===== config.mk =====
export PLATFORM = sky130hd
export DESIGN_NAME = packed_word_arbiter_flat
export DESIGN_NICKNAME = d
export VERILOG_FILES = /design/src/rtl/packed_word_arbiter_if.sv /design/src/rtl/packed_word_arbiter.sv /design/src/flat_wrapper.sv
export SDC_FILE = /design/constraint.sdc
export NUM_CORES = 1
export LEC_CHECK = 0
export CORE_MARGIN = 2
export CORE_UTILIZATION = 39
export DETAILED_ROUTE_END_ITERATION = 8
export PLACE_DENSITY_LB_ADDON = 0.2
export SYNTH_ARGS = -nofsm -noshare
export SYNTH_HDL_FRONTEND = slang
export SYNTH_SLANG_ARGS = --single-unit

===== constraint.sdc =====
create_clock -name clk -period 1.9 [get_ports clk]
set_input_delay 0.38 -clock clk [delete_from_list [all_inputs] [get_ports clk]]
set_output_delay 0.38 -clock clk [all_outputs]
set_load 0.05 [all_outputs]

===== src/rtl/packed_word_arbiter_if.sv =====
// rtl/packed_word_arbiter_if.sv - request/output bundle for packed_word_arbiter
interface packed_word_arbiter_if #(
    parameter int VAL_W = 8,
    parameter int TAG_W = 4,
    parameter int CNT_W = 16
);
    logic                   req0_valid;
    logic                   req0_ready;
    logic [VAL_W-1:0]       req0_val;
    logic                   req0_neg;
    logic [TAG_W-1:0]       req0_tag;
    logic                   req1_valid;
    logic                   req1_ready;
    logic [VAL_W-1:0]       req1_val;
    logic                   req1_neg;
    logic [TAG_W-1:0]       req1_tag;
    logic                   out_valid;
    logic                   out_ready;
    logic [VAL_W+TAG_W-1:0] out_word;
    logic                   out_src;
    logic [CNT_W-1:0]       word_cnt;

    modport master (
        output req0_valid, req0_val, req0_neg, req0_tag,
        output req1_valid, req1_val, req1_neg, req1_tag,
        output out_ready,
        input  req0_ready, req1_ready, out_valid, out_word, out_src, word_cnt
    );

    modport slave (
        input  req0_valid, req0_val, req0_neg, req0_tag,
        input  req1_valid, req1_val, req1_neg, req1_tag,
        input  out_ready,
        output req0_ready, req1_ready, out_valid, out_word, out_src, word_cnt
    );
endinterface


===== src/rtl/packed_word_arbiter.sv =====
// rtl/packed_word_arbiter.sv - two-way round-robin arbiter onto one {value, tag} word
// Define PACK_NEG_SAT_EN to make negation of the most negative value saturate.
module packed_word_arbiter #(
    parameter int VAL_W = 8,
    parameter int TAG_W = 4,
    parameter int CNT_W = 16
) (
    input  logic                  clk,
    input  logic                  rst,
    packed_word_arbiter_if.slave  bus
);
    typedef enum logic {IDLE, SEND} state_t;

    localparam logic [VAL_W-1:0] VAL_MIN = {1'b1, {(VAL_W-1){1'b0}}};
    localparam logic [VAL_W-1:0] VAL_MAX = {1'b0, {(VAL_W-1){1'b1}}};

    state_t                 state_q, state_d;
    logic                   ptr_q, ptr_d;
    logic [VAL_W+TAG_W-1:0] word_q, word_d;
    logic                   src_q, src_d;
    logic [CNT_W-1:0]       cnt_q, cnt_d;

    logic                   grant0, grant1;
    logic [VAL_W-1:0]       sel_val, neg_val;
    logic                   sel_neg;
    logic [TAG_W-1:0]       sel_tag;

    always_comb begin
        // ptr_q holds the last grant; requester 0 wins a tie when ptr_q is 1
        grant0 = (state_q == IDLE) && bus.req0_valid && (!bus.req1_valid || ptr_q);
        grant1 = (state_q == IDLE) && bus.req1_valid && !grant0;

        sel_val = grant1 ? bus.req1_val : bus.req0_val;
        sel_neg = grant1 ? bus.req1_neg : bus.req0_neg;
        sel_tag = grant1 ? bus.req1_tag : bus.req0_tag;

        neg_val = {VAL_W{1'b0}} - sel_val;
`ifdef PACK_NEG_SAT_EN
        if (sel_val == VAL_MIN) neg_val = VAL_MAX;
`endif

        state_d = state_q;
        ptr_d   = ptr_q;
        word_d  = word_q;
        src_d   = src_q;
        cnt_d   = cnt_q;

        case (state_q)
            IDLE: begin
                if (grant0 || grant1) begin
                    word_d  = {(sel_neg ? neg_val : sel_val), sel_tag};
                    src_d   = grant1;
                    ptr_d   = grant1;
                    state_d = SEND;
                end
            end
            SEND: begin
                if (bus.out_ready) begin
                    cnt_d   = cnt_q + {{(CNT_W-1){1'b0}}, 1'b1};
                    state_d = IDLE;
                end
            end
            default: state_d = IDLE;
        endcase
    end

    always_ff @(posedge clk) begin
        if (rst) begin
            state_q <= IDLE;
            ptr_q   <= 1'b1;
            word_q  <= '0;
            src_q   <= 1'b0;
            cnt_q   <= '0;
        end else begin
            state_q <= state_d;
            ptr_q   <= ptr_d;
            word_q  <= word_d;
            src_q   <= src_d;
            cnt_q   <= cnt_d;
        end
    end

    assign bus.req0_ready = grant0;
    assign bus.req1_ready = grant1;
    assign bus.out_valid  = (state_q == SEND);
    assign bus.out_word   = word_q;
    assign bus.out_src    = src_q;
    assign bus.word_cnt   = cnt_q;
endmodule


===== src/flat_wrapper.sv =====
// flat-port wrapper written by rule: the top's interface ports become plain ports
module packed_word_arbiter_flat 
#(
    parameter int VAL_W = 8,
    parameter int TAG_W = 4,
    parameter int CNT_W = 16
)
  (clk, rst, bus_req0_valid, bus_req0_val, bus_req0_neg, bus_req0_tag, bus_req1_valid, bus_req1_val, bus_req1_neg, bus_req1_tag, bus_out_ready, bus_req0_ready, bus_req1_ready, bus_out_valid, bus_out_word, bus_out_src, bus_word_cnt);
  packed_word_arbiter_if #(.VAL_W(VAL_W), .TAG_W(TAG_W), .CNT_W(CNT_W)) bus_i ();
  input  logic clk;
  input  logic rst;
  input wire logic [$bits(bus_i.req0_valid)-1:0] bus_req0_valid;
  input wire logic [$bits(bus_i.req0_val)-1:0] bus_req0_val;
  input wire logic [$bits(bus_i.req0_neg)-1:0] bus_req0_neg;
  input wire logic [$bits(bus_i.req0_tag)-1:0] bus_req0_tag;
  input wire logic [$bits(bus_i.req1_valid)-1:0] bus_req1_valid;
  input wire logic [$bits(bus_i.req1_val)-1:0] bus_req1_val;
  input wire logic [$bits(bus_i.req1_neg)-1:0] bus_req1_neg;
  input wire logic [$bits(bus_i.req1_tag)-1:0] bus_req1_tag;
  input wire logic [$bits(bus_i.out_ready)-1:0] bus_out_ready;
  output wire logic [$bits(bus_i.req0_ready)-1:0] bus_req0_ready;
  output wire logic [$bits(bus_i.req1_ready)-1:0] bus_req1_ready;
  output wire logic [$bits(bus_i.out_valid)-1:0] bus_out_valid;
  output wire logic [$bits(bus_i.out_word)-1:0] bus_out_word;
  output wire logic [$bits(bus_i.out_src)-1:0] bus_out_src;
  output wire logic [$bits(bus_i.word_cnt)-1:0] bus_word_cnt;
  assign bus_i.req0_valid = bus_req0_valid;
  assign bus_i.req0_val = bus_req0_val;
  assign bus_i.req0_neg = bus_req0_neg;
  assign bus_i.req0_tag = bus_req0_tag;
  assign bus_i.req1_valid = bus_req1_valid;
  assign bus_i.req1_val = bus_req1_val;
  assign bus_i.req1_neg = bus_req1_neg;
  assign bus_i.req1_tag = bus_req1_tag;
  assign bus_i.out_ready = bus_out_ready;
  assign bus_req0_ready = bus_i.req0_ready;
  assign bus_req1_ready = bus_i.req1_ready;
  assign bus_out_valid = bus_i.out_valid;
  assign bus_out_word = bus_i.out_word;
  assign bus_out_src = bus_i.out_src;
  assign bus_word_cnt = bus_i.word_cnt;
  packed_word_arbiter #(.VAL_W(VAL_W), .TAG_W(TAG_W), .CNT_W(CNT_W)) u_core (.clk(clk), .rst(rst), .bus(bus_i));
endmodule

==> summary.md <==
| Metric | Value |
|---|---|
| Area leader, netlist | dfxtp_1 |
| Max Clk Rate | 537.8 MHz |
| CP peak stage delay | 0.82 ns |
| Worst min-delay path category | reg2reg |
| Final WL | 4.359 mm |
| FF+latch area | 624.3 µm² |
| # DRC | 0 |
| Syn_nets | 234 |
| CTS buffer count | 5 |
| Antenna violations before repair | 0 |
| Mapped Cells | 201 |
| Largest net degree at the start of global routing | 32 |
| Crit path max-delay family | buffers and inverters |
| Ant diodes | 0 |
| Slew Viols, Final | 0 |
| Via/cell ratio | 5.121 |
| Fin util | 65.16% |
| Slew Limit Headroom | 66.86% |
| Clk buf depth | 2 |
| Asr flop ratio synth | 0% |
| Nets | 322 |
| Total Routing Usage GR | 19.39% |
| Power Density | 705.1 nW/µm² |
| Crit path launch type | flop |
| Max-cap violations | 0 |
| Unrepaired setup endpoints after global routing | false |
| Clock Latency Late Sink | 0.28 ns |
| Fin area | 2644 µm² |
| Initial Util | 40.95% |
| Worst path slowest cell | clkdlybuf4s50_1 |
| # setup viols final | 0 |
| Status | finished, final reports clean |
| Post-layout min period | 1.860 ns |
| Syn avg cell area | 8.267 µm² |
| # H-tree levels | 2 |
| Final clock skew | 0.003548 ns |
| Worst setup EP type | output port |
| DRT iter0 DRCs | 50 |
| WL/cell | 12.82 µm |
| Antenna Nets Post-Route | 0 |
| Critical path cell sequence | clkdlybuf4s50_1 |
| Synthesized cell area | 1662 µm² |
| Worst path required time | 1.52 ns |
| Post-DP HPWL | 3.298 mm |
| Critical Path AT | 1.48 ns |
| VDD IR max | 0.5223 mV |
| Slew @ Worst Pin | 0.4955 ns |
| Leakage power | 1.075 nW |
| Via count | 1741 |
| Synth top area share | 37.35% |
| Multi-input logic area | 1025 µm² |
| Most common cell in the netlist | dfxtp_1 |
| Share of cells above drive strength 1 | 23.79% |
| GR Overflow Total | 0 |
| Crit Path Category | reg2out |
| Die Y | 69.27 µm |
| FP Rows | 23 |
| Core area | 4058 µm² |
| Drt pass-1 iters | 4 |
| Die ar. | 4798 µm² |
| Final period util | 97.87% |
| IO Pins | 63 |
| Yosys reg bits | 31 |
| TritonCTS clock tree | built |
| Synth cell types | 43 |
| Top cells by count, synth | dfxtp_1, nand2_1, nor2_1 |
| Port bufs | 62 |
| Dominant cells by area after synthesis | dfxtp_1, xor2_1, nand2_1 |
| Post-synth EDFFs | 0 |
| First-pass GRT wire length | 7.714 mm |
| Synth Flop Type | dfxtp_1 |
| Syn. warnings | 0 |
| Clock Sinks | 31 |
| Vias in the first global route | 1648 |
| Clk root buf | clkbuf_8 |
| Max FO, Critical Path | 5 |
| Final RePlAce weighted congestion | 0.8084 |
| Placed Area | 2486 µm² |
| Crit path buffers/inverters | 1 |
| Fill cell count | 362 |
| Die Span X | 69.27 µm |
| Total Neg Setup Slack | 0 ns |
| Seq/Total Area, Yosys | 37.35% |
| Clock-pin transition on the worst setup and hold timing paths | 0.07 ns |
| Hold_ws | 0.4567 ns |
| Final Hold Vio Count | 0 |
| Area delta synth->final | 59.11% |
==> metal layers <==
metal  part of all wire [%]  GRT usage [%]  vias to the layer above  routed length [µm]
met5                      0              0                        -                   0
met4                    1.1          5.882                        0                  50
met3                    5.2          5.087                        5                 228
met2                     47          31.30                       49                2053
met1                     46          25.31                      791                2026
li1                       -              -                      896                   -
==> metrics by stage <==
step / setup WS [ns] / cells / total power [mW]
after floorplan: -0.06561 / 201 / 1.023
after global placement: -0.4078 / 329 / 1.251
after detailed placement: -0.4652 / 329 / 1.255
after CTS: 0.02778 / 340 / 1.891
after global routing: 0.002903 / 340 / 1.961
final: 0.04040 / 340 / 1.864
==> cell usage in the layout (no fill, tap or decap), drive strengths merged, types with 2 or more instances in the layout <==
master and n:
clkdlybuf4s15 3, nor2b 5, or4 3, dlygate4sd2 2, nand3 5, a2111oi 2, a21oi 13, inv 3
nand2 23, clkinv 2, o21ai 11, nand2b 4, and2 2, o211ai 2, xnor2 6, or3 4
clkbuf 8, nand3b 4, clkdlybuf4s50 38, buf 45, and3 3, and4 2, mux2i 4, a311oi 4
nor3b 2, nand4 4, ha 2, nor4 2, dfxtp 31, o21bai 2, xor2 10, mux2 2
nor2 23, o31ai 3, a211o 2
==> worst min-delay path: stages (launching register included) <==
cell and delay, ns:
dfxtp_1 0.31, nand2_1 0.05, a21oi_1 0.05
==> kinds of logic (layout without fill, tap and decap cells) <==
logic type | after synthesis | after routing | share of synthesized area (%)
simple gates | 89 | 89 | 27.71
compound gates | 45 | 45 | 18.22
flops | 31 | 31 | 37.35
xor+xnor | 16 | 16 | 8.433
buf+inv | 12 | 101 | 3.012
mux | 6 | 6 | 3.765
fa+ha+maj | 2 | 2 | 1.506
==> registers in the layout, summed over array words and instances, names as in the netlist <==
name	cells
u_core.bus.out_src	1
u_core.bus.out_valid	1
u_core.bus.out_word	12
u_core.bus.word_cnt	16
u_core.ptr_q	1
==> report_power, final <==
part	leakage [nW]	internal, mW	total (mW)	switching (mW)
clock	0.0594	0.371	0.614	0.243
sequential	0.254	0.688	0.713	0.0258
combinational	0.762	0.242	0.537	0.295
==> final timing paths <==
kind	slack, ns	cells after the start	end	from
max	0.04	1	bus_word_cnt[7]	u_core.bus.word_cnt[7]
min	0.46	2	u_core.bus.out_word[7]	u_core.bus.out_word[7]
max reg2reg	0.18	8	u_core.bus.out_word[5]	u_core.bus.out_valid
min reg2reg	0.46	2	u_core.bus.out_word[7]	u_core.bus.out_word[7]
==> area by class of cell <==
cell class / count / share of cell area (%)
Multi-Input combinational cell: 158 / 38.76
Timing Repair Buffer: 89 / 30.24
Sequential cell: 31 / 23.62
Clock buffer: 7 / 4.070
Tap cell: 50 / 2.366
Inverter: 4 / 0.7572
Clock inverter: 1 / 0.1893
==> timing repair <==
action | in CTS | in global routing
resized for setup | 15 | 4
endpoints found under the setup margin | 5 | 2
hold buffers | 0 | 0
pin swaps | 6 | 4
setup buffers | 3 | 0
No activity file was read; power rests on OpenSTA's default activity.
